### src/rtl/btn_conditioner.sv
// Per-channel button front end: 2-flop synchroniser, edge debounce, and a
// press/hold/repeat FSM producing a registered level plus single-cycle event pulses.
module btn_conditioner #(
  parameter int NUM_BTN         = 2,
  parameter int DEBOUNCE_CYCLES = 1000000,
  parameter int HOLD_CYCLES     = 50000000,
  parameter int REPEAT_CYCLES   = 10000000
) (
  input  logic               clk,
  input  logic               rst,
  input  logic [NUM_BTN-1:0] btn_raw,
  output logic [NUM_BTN-1:0] btn_level,
  output logic [NUM_BTN-1:0] btn_press,
  output logic [NUM_BTN-1:0] btn_release,
  output logic [NUM_BTN-1:0] btn_repeat
);

  localparam int MAX_DH  = (DEBOUNCE_CYCLES > HOLD_CYCLES) ? DEBOUNCE_CYCLES : HOLD_CYCLES;
  localparam int MAX_CYC = (MAX_DH > REPEAT_CYCLES) ? MAX_DH : REPEAT_CYCLES;
  localparam int CW      = (MAX_CYC > 1) ? $clog2(MAX_CYC) : 1;

  localparam logic [CW-1:0] DB_LAST   = CW'(DEBOUNCE_CYCLES - 1);
  localparam logic [CW-1:0] HOLD_LAST = CW'(HOLD_CYCLES - 1);
  localparam logic [CW-1:0] REP_LAST  = CW'(REPEAT_CYCLES - 1);

  localparam logic [2:0] ST_IDLE    = 3'd0;
  localparam logic [2:0] ST_DB_DOWN = 3'd1;
  localparam logic [2:0] ST_PRESSED = 3'd2;
  localparam logic [2:0] ST_REPEAT  = 3'd3;
  localparam logic [2:0] ST_DB_UP   = 3'd4;

  for (genvar i = 0; i < NUM_BTN; i++) begin : g_chan
    logic          s1;
    logic          sync;
    logic [2:0]    state;
    logic [CW-1:0] cnt;
    logic          level_q;
    logic          press_q;
    logic          release_q;
    logic          repeat_q;

    always_ff @(posedge clk) begin
      if (rst) begin
        s1   <= 1'b0;
        sync <= 1'b0;
      end else begin
        s1   <= btn_raw[i];
        sync <= s1;
      end
    end

    // The sync level is tested before the terminal count, so a bounce on the
    // final counting cycle always wins over the pending event.
    always_ff @(posedge clk) begin
      if (rst) begin
        state     <= ST_IDLE;
        cnt       <= '0;
        level_q   <= 1'b0;
        press_q   <= 1'b0;
        release_q <= 1'b0;
        repeat_q  <= 1'b0;
      end else begin
        press_q   <= 1'b0;
        release_q <= 1'b0;
        repeat_q  <= 1'b0;
        case (state)
          ST_IDLE: begin
            if (sync) begin
              state <= ST_DB_DOWN;
              cnt   <= '0;
            end
          end
          ST_DB_DOWN: begin
            if (!sync) begin
              state <= ST_IDLE;
              cnt   <= '0;
            end else if (cnt == DB_LAST) begin
              state   <= ST_PRESSED;
              cnt     <= '0;
              level_q <= 1'b1;
              press_q <= 1'b1;
            end else begin
              cnt <= cnt + CW'(1);
            end
          end
          ST_PRESSED: begin
            if (!sync) begin
              state <= ST_DB_UP;
              cnt   <= '0;
            end else if (cnt == HOLD_LAST) begin
              state    <= ST_REPEAT;
              cnt      <= '0;
              repeat_q <= 1'b1;
            end else begin
              cnt <= cnt + CW'(1);
            end
          end
          ST_REPEAT: begin
            if (!sync) begin
              state <= ST_DB_UP;
              cnt   <= '0;
            end else if (cnt == REP_LAST) begin
              cnt      <= '0;
              repeat_q <= 1'b1;
            end else begin
              cnt <= cnt + CW'(1);
            end
          end
          ST_DB_UP: begin
            // A glitch back to pressed restarts the hold timer without a new press pulse.
            if (sync) begin
              state <= ST_PRESSED;
              cnt   <= '0;
            end else if (cnt == DB_LAST) begin
              state     <= ST_IDLE;
              cnt       <= '0;
              level_q   <= 1'b0;
              release_q <= 1'b1;
            end else begin
              cnt <= cnt + CW'(1);
            end
          end
          default: begin
            state   <= ST_IDLE;
            cnt     <= '0;
            level_q <= 1'b0;
          end
        endcase
      end
    end

    assign btn_level[i]   = level_q;
    assign btn_press[i]   = press_q;
    assign btn_release[i] = release_q;
    assign btn_repeat[i]  = repeat_q;
  end

endmodule

### config.mk
export PLATFORM = sky130hd
export DESIGN_NAME = btn_conditioner
export DESIGN_NICKNAME = d
export VERILOG_FILES = /design/src/rtl/btn_conditioner.sv
export SDC_FILE = /design/constraint.sdc
export NUM_CORES = 1
export LEC_CHECK = 0
export ABC_CLOCK_PERIOD_IN_PS = 5550
export BUFFER_PORTS_ARGS = -buffer_cell sky130_fd_sc_hd__buf_2
export CAP_MARGIN = 20
export CORE_UTILIZATION = 49
export CTS_CLUSTER_SIZE = 10
export DETAILED_ROUTE_END_ITERATION = 8
export PLACE_DENSITY = 0.68
export SLEW_MARGIN = 10
export SYNTH_ARGS = -nofsm -noshare
export SYNTH_HDL_FRONTEND = slang
export SYNTH_SLANG_ARGS = --single-unit
### constraint.sdc
create_clock -name clk -period 5.55 [get_ports clk]
set_input_delay 0.8325 -clock clk [delete_from_list [all_inputs] [get_ports clk]]
set_output_delay 0.8325 -clock clk [all_outputs]
set_load 0.05 [all_outputs]
==> results.ini, run 1 <==
[floorplanning]
ios = 12
initial_core_util_pct = 51.81
die_w_um = 90.74
die-height_um = 90.74
standard_cell_rows = 31
dieArea_um2 = 8234
core_area_um2 = 7447

[logic_synthesis]
syn_area_um2 = 3859
synth-warning-count = 0
synthesis.instances = 495
synth_async_sr_flop_share_pct = 0
synth_enable_flop_cells = 0
dominantRegCellSynth = dfxtp_1
synth.net_count = 501
synth.avg_cell_area_um2 = 7.795
seq_total_area_yosys_pct = 36.32
ys_types = 54
yosys_register_bits = 70

[cts]
ctsHtreeMaxLevel = 3
clkSinkCount = 70
ctsLongestPathBuffers = 2
cts-resized-gates = 0
postCtsHoldBufs = 0
postCtsSetupRepairBufs = 0
numCtsBuffers = 9
clkSlewWorstSetupHoldPaths_ns = 0.08
tritoncts = done
clock-root-buffer = clkbuf_8
worstSkewPairLatency_ns = 0.35

[worst_setup_path]
critical_path.most_common_cell = or4_4
worst-path-max-fanout = 18
path_cells = or4_4 -> or3_1 -> or4_4 -> a32oi_4 -> nand2_2 -> nand2b_1 -> o311ai_0
crit_path_start_kind = register
cpLargestDelayFamily = simple AND/OR/NAND/NOR gates
arrival_ns = 3.34
crit_path_top_delay_cell = or4_4
cp-end-kind = register
worstPathBufferInverterCount = 0
timing.critical_path.required_ns = 5.74
timing_worst_setup_path_type = register to register
timing.critical_path.slowest_cell_delay_ns = 0.56

[global_routing]
overflow = 0
maximum_number_of_pins_on_one_net_before_global_route_repair = 36
grt_pass1_wl_um = 14560
grt_antenna_before_repair = 0
grt_pass1_vias = 3107
global_route.usage.total_pct = 21.66

[finish]
sequential_cell_area_um2 = 1401
postLayoutCellArea_um2 = 4038
share_of_final_layout_standard_cells_stronger_than_drive_strength_1_pct = 8.471
area_growth_syn_to_layout_pct = 4.637
nets = 485
final.fill_count = 745
multiInputGateArea_um2 = 2222
antenna_cells = 0

[power_and_ir_drop]
clkPwrFrac_pct = 42.1
combPwrFrac_pct = 4.8
switching_power_uw = 242.5
power_per_cell_area_nw_per_um2 = 240.9
cellLeakagePower_uw = 0.001281
power_switching_share_pct = 24.94
internal_power_uw = 730.1
p_seq_share_pct = 53.1
max-vdd-ir-drop_mv = 0.1422

[timing]
rsz0062_at_grt = false
fin_tns_setup_ns = 0
hold_ws_ns = 0.4392
final_setup_violation_count = 0
report.final.hold_viol_count = 0
fin_crit_sh_pct = 56.75
clock_skew_ns = 0.01028
worst_slew_pin_slew_ns = 1.023
slew_headroom_pct = 31.63
fin_crit_ns = 3.150
fmaxAchievable_ghz = 0.3175
timing.final.max_slew_violations = 0

[routing]
antenna_left = 0
finalWirelength_um = 8560
drc_errors = 0
detailroute.via_count = 3515
first_iter_violations = 186
drt-vias-per-instance = 6.029
drtPass1Iterations = 6
wl_per_cell_um = 14.68

[run]
cap_viol_max_count = 0

[placed_design]
place_congestion = 0.8833
detailed_place.area_um2 = 3847
portBuffers = 11
post-dp-hpwl_um = 5846

[outcome]
run_status = finished clean

[hold_path]
timing.hold.worst.class = register to register

==> cell usage in the layout, fill, tap and decap left out, types with 7 or more instances in the layout <==
cell and instances:
nor3_1 17, or3_1 9, xor2_1 8, nand4b_1 8, buf_2 11, a21oi_1 21
dfxtp_1 70, nand4_1 15, nor2b_1 11, o311ai_0 8, nand2_1 60, clkbuf_8 9
nand3_1 40, o21ai_0 25, nor4_1 12, nor2_1 39, a31oi_1 7, and3_1 13
==> power groups by stage <==
stage	sequential, uW	clock [uW]	combinational (uW)
floorplan	522	0	43.8
global placement	528	0	46.2
detailed placement	528	0	46.9
CTS	516	415	47.1
global route	518	436	52.3
finish	516	409	47.0
==> area by class of cell <==
cell class,instances,area share (%)
multi-input cells,378,55.04
flip-flops and latches,70,34.71
clock buffers,10,3.161
well taps,99,3.068
repair buffers,14,1.921
clock inverters,6,1.549
inverters,6,0.5578
==> Yosys cell counts (all sizes together) (11+ instances only) <==
cell type	number	area (um^2)
nor2b	11	68.82
dfxtp	70	1401
o21ai	31	155.2
buf	14	111.4
and3	13	81.33
nand3	40	200.2
nor2	39	146.4
clkbuf	27	101.4
nor3	17	85.08
nand2	61	231.5
nand4	15	93.84
nor4	12	75.07
a21oi	22	113.9
o311ai	12	105.1
==> path summary, 6_finish.rpt <==
path                                                     from                              to  slack, ns  cells after the start
worst max-delay path            g_chan[0].cnt[7]$_SDFFE_PP0N_  g_chan[0].cnt[19]$_SDFFE_PP0N_       2.40                      7
worst min register to register        g_chan[0].s1$_SDFF_PP0_       g_chan[0].sync$_SDFF_PP0_       0.44                      1
worst min-delay path                  g_chan[0].s1$_SDFF_PP0_       g_chan[0].sync$_SDFF_PP0_       0.44                      1
worst max register to register  g_chan[0].cnt[7]$_SDFFE_PP0N_  g_chan[0].cnt[19]$_SDFFE_PP0N_       2.40                      7
==> stage by stage <==
step / std cells / total power, uW / util (%) / setup slack (ns)
2_1_floorplan: 495 / 565.7 / - / 2.894
3_3_place_gp: 567 / 573.8 / 51.66 / 2.521
3_5_place_dp: 567 / 574.4 / 51.66 / 2.392
4_1_cts: 583 / 978.0 / 54.22 / 2.400
5_1_grt: 583 / 1006 / 54.22 / 2.192
6_report: 583 / 972.6 / 54.22 / 2.400
==> state kept, by name, indices dropped and copies added (netlist names) <==
signal	count
g_chan.release_q	2
g_chan.cnt	52
g_chan.press_q	2
g_chan.s1	2
g_chan.state	6
g_chan.repeat_q	2
g_chan.sync	2
g_chan.level_q	2
==> layer usage <==
metal	routed length [um]	GRT usage (%)	share of wire [%]	vias up
li1	-	-	-	1773
met2	3766	32.77	44	82
met1	4314	29.99	50	1650
met3	386	5.135	4.5	10
met4	93	7.258	1.1	0
met5	0	0	0	-
==> kinds of logic after synthesis <==
family                   Yosys count  share of synthesized area, %
adder cells (fa/ha/maj)            2                        0.6484
flip-flops                        70                         36.32
AND/OR/NAND/NOR                  264                         36.77
buffers and inverters             47                         6.096
XOR/XNOR                          14                         3.178
AO/OA/AOI/OAI                     93                         15.69
multiplexers                       5                         1.297
No activity file was read; power rests on OpenSTA's default activity.
==> inputs of run 2 (changes only) <==
- ABC_CLOCK_PERIOD_IN_PS: 5550 -> 3200
- clock period: 5.55 -> 3.2 ns (I/O delays scaled with it)
==> results.ini, run 2 (same netlist as run 1, synthesis figures left out) <==
[routing]
finalWirelength_um = 8885  ; was 8560 um
drtPass1Iterations = 4  ; was 6
first_iter_violations = 240  ; was 186
wl_per_cell_um = 15.03  ; was 14.68 um
detailroute.via_count = 3578  ; was 3515
antenna_left = 0  ; unchanged
drt-vias-per-instance = 6.054  ; was 6.029
drc_errors = 0  ; unchanged

[power_and_ir_drop]
cellLeakagePower_uw = 0.001326  ; was 0.001281 uW
max-vdd-ir-drop_mv = 0.1892  ; was 0.1422 mV
power_per_cell_area_nw_per_um2 = 422.7  ; was 240.9 nW/um^2

[cts]
worstSkewPairLatency_ns = 0.34  ; was 0.35 ns
cts-resized-gates = 0  ; unchanged
clock-root-buffer = clkbuf_8  ; unchanged
tritoncts = done  ; unchanged
ctsHtreeMaxLevel = 3  ; unchanged
postCtsHoldBufs = 0  ; unchanged
clkSlewWorstSetupHoldPaths_ns = 0.08  ; about the same
numCtsBuffers = 9  ; unchanged
ctsLongestPathBuffers = 2  ; unchanged
clkSinkCount = 70  ; unchanged
postCtsSetupRepairBufs = 0  ; unchanged

[finish]
largest_reg_flops = 52  ; unchanged
area_growth_syn_to_layout_pct = 6.939  ; was 4.637%
top_register = g_chan.cnt  ; unchanged
reg.largest.list = g_chan.cnt (52), g_chan.state (6)  ; unchanged
nets = 493  ; was 485
share_of_final_layout_standard_cells_stronger_than_drive_strength_1_pct = 10.16  ; was 8.471%
mostFrequentLayoutCells = 70 x dfxtp_1, 60 x nand2_1, 40 x nand3_1, 39 x nor2_1, 25 x o21ai_0  ; unchanged
mostFrequentLayoutCell = dfxtp_1  ; unchanged
antenna_cells = 0  ; unchanged
final.fill_count = 718  ; was 745
final_core_utilization_pct = 55.41  ; was 54.22%

[worst_setup_path]
worst-path-max-fanout = 21  ; was 18
cpLargestDelayFamily = simple AND/OR/NAND/NOR gates  ; unchanged
arrival_ns = 3.11  ; was 3.34 ns
reg2reg_slack_ns = 0.33  ; was 2.40 ns
crit_path_top_delay_cell = or4_4  ; unchanged
timing_worst_setup_path_type = register to register  ; unchanged
timing.critical_path.slowest_cell_delay_ns = 0.57  ; was 0.56 ns
crit_path_start_kind = register  ; unchanged
path_cells = or4_4 -> or3_1 -> or4_4 -> a32oi_4 -> a21oi_2 -> a21o_1 -> a22o_1  ; was or4_4 -> or3_1 -> or4_4 -> a32oi_4 -> nand2_2 -> nand2b_1 -> o311ai_0
timing.critical_path.required_ns = 3.44  ; was 5.74 ns
cp-end-kind = register  ; unchanged
critical_path.most_common_cell = or4_4  ; unchanged
worstPathBufferInverterCount = 0  ; unchanged

[floorplanning]
die_w_um = 90.74  ; unchanged
ios = 12  ; unchanged
initial_core_util_pct = 51.81  ; unchanged
die-height_um = 90.74  ; unchanged
standard_cell_rows = 31  ; unchanged
core_area_um2 = 7447  ; unchanged
dieArea_um2 = 8234  ; unchanged

[global_routing]
maximum_number_of_pins_on_one_net_before_global_route_repair = 35  ; was 36
overflow = 0  ; unchanged
grt_pass1_vias = 3147  ; was 3107
global_route.usage.total_pct = 22.14  ; was 21.66%
grt_antenna_before_repair = 0  ; unchanged
grt_pass1_wl_um = 15000  ; was 14560 um

[timing]
worst_slew_pin_slew_ns = 0.9805  ; was 1.023 ns
slew_headroom_pct = 34.63  ; was 31.63%
clock_skew_ns = 0.01281  ; was 0.01028 ns
final_setup_violation_count = 0  ; unchanged
fin_tns_setup_ns = 0  ; unchanged
fin_crit_sh_pct = 89.72  ; was 56.75%
report.final.hold_viol_count = 0  ; unchanged
rsz0062_at_grt = false  ; unchanged
fmaxAchievable_ghz = 0.3483  ; was 0.3175 GHz
timing.final.max_slew_violations = 0  ; unchanged
fin_crit_ns = 2.871  ; was 3.150 ns

[placed_design]
portBuffers = 11  ; unchanged
place_congestion = 0.8373  ; was 0.8833
post-dp-hpwl_um = 6084  ; was 5846 um

[outcome]
run_status = finished clean  ; unchanged

[hold_path]
timing.hold.worst.class = input pin to register  ; was register to register

[run]
cap_viol_max_count = 0  ; unchanged

[run 2: layer usage]
layer	vias up	share of wire [%]	global-route usage, %
met3	10	5.9	3.451
met2	113	43	33.21
li1	1785	-	-
met1	1670	50	31.85
met4	0	1.0	7.796
met5	-	0	0
[run 2: power by group]
group | internal, uW | leakage [uW] | switching, uW
clock network | 425 | 0.000105 | 338
logic | 29.5 | 0.000656 | 56.3
registers | 880 | 0.000565 | 15.3
total | 1330 | 0.00133 | 410
[run 2: layout make-up]
class / instances / area, um^2 / area share (%)
well taps: 99 / 123.9 / 3.002
clock buffers: 12 / 165.2 / 4.002
multi-input cells: 378 / 2222 / 53.85
repair buffers: 22 / 137.6 / 3.335
clock inverters: 4 / 53.80 / 1.304
flip-flops and latches: 70 / 1401 / 33.96
inverters: 6 / 22.52 / 0.5458
[run 2: path summary, 6_finish.rpt]
| kind | startpoint | endpoint | depth (start not counted) |
|---|---|---|---|
| worst max-delay path | g_chan[0].cnt[18]$_SDFFE_PP0N_ | g_chan[0].cnt[6]$_SDFFE_PP0N_ | 7 |
| worst min-delay path | btn_raw[0] | g_chan[0].s1$_SDFF_PP0_ | 2 |
| worst max register to register | g_chan[0].cnt[18]$_SDFFE_PP0N_ | g_chan[0].cnt[6]$_SDFFE_PP0N_ | 7 |
| worst min register to register | g_chan[0].s1$_SDFF_PP0_ | g_chan[0].sync$_SDFF_PP0_ | 1 |
[run 2: stage by stage]
stage	setup slack, ns	area [um^2]	std cells	hold WS, ns	power (uW)
5_1_grt	0.1909	4126	591	0.3602	1818
2_1_floorplan	0.5441	3859	495	0.4138	981.1
3_3_place_gp	0.3934	3900	574	0.4204	998.1
6_report	0.3288	4126	591	0.3455	1744
3_5_place_dp	0.3363	3900	574	0.4223	999.3
4_1_cts	0.3325	4119	590	0.3373	1762
[run 2: worst reg2reg max path, delay by kind of cell (launching register included)]
| kind | cells | cell delay, ns |
|---|---|---|
| simple gates | 3 | 1.45 |
| flops | 1 | 0.37 |
| compound gates | 4 | 0.95 |
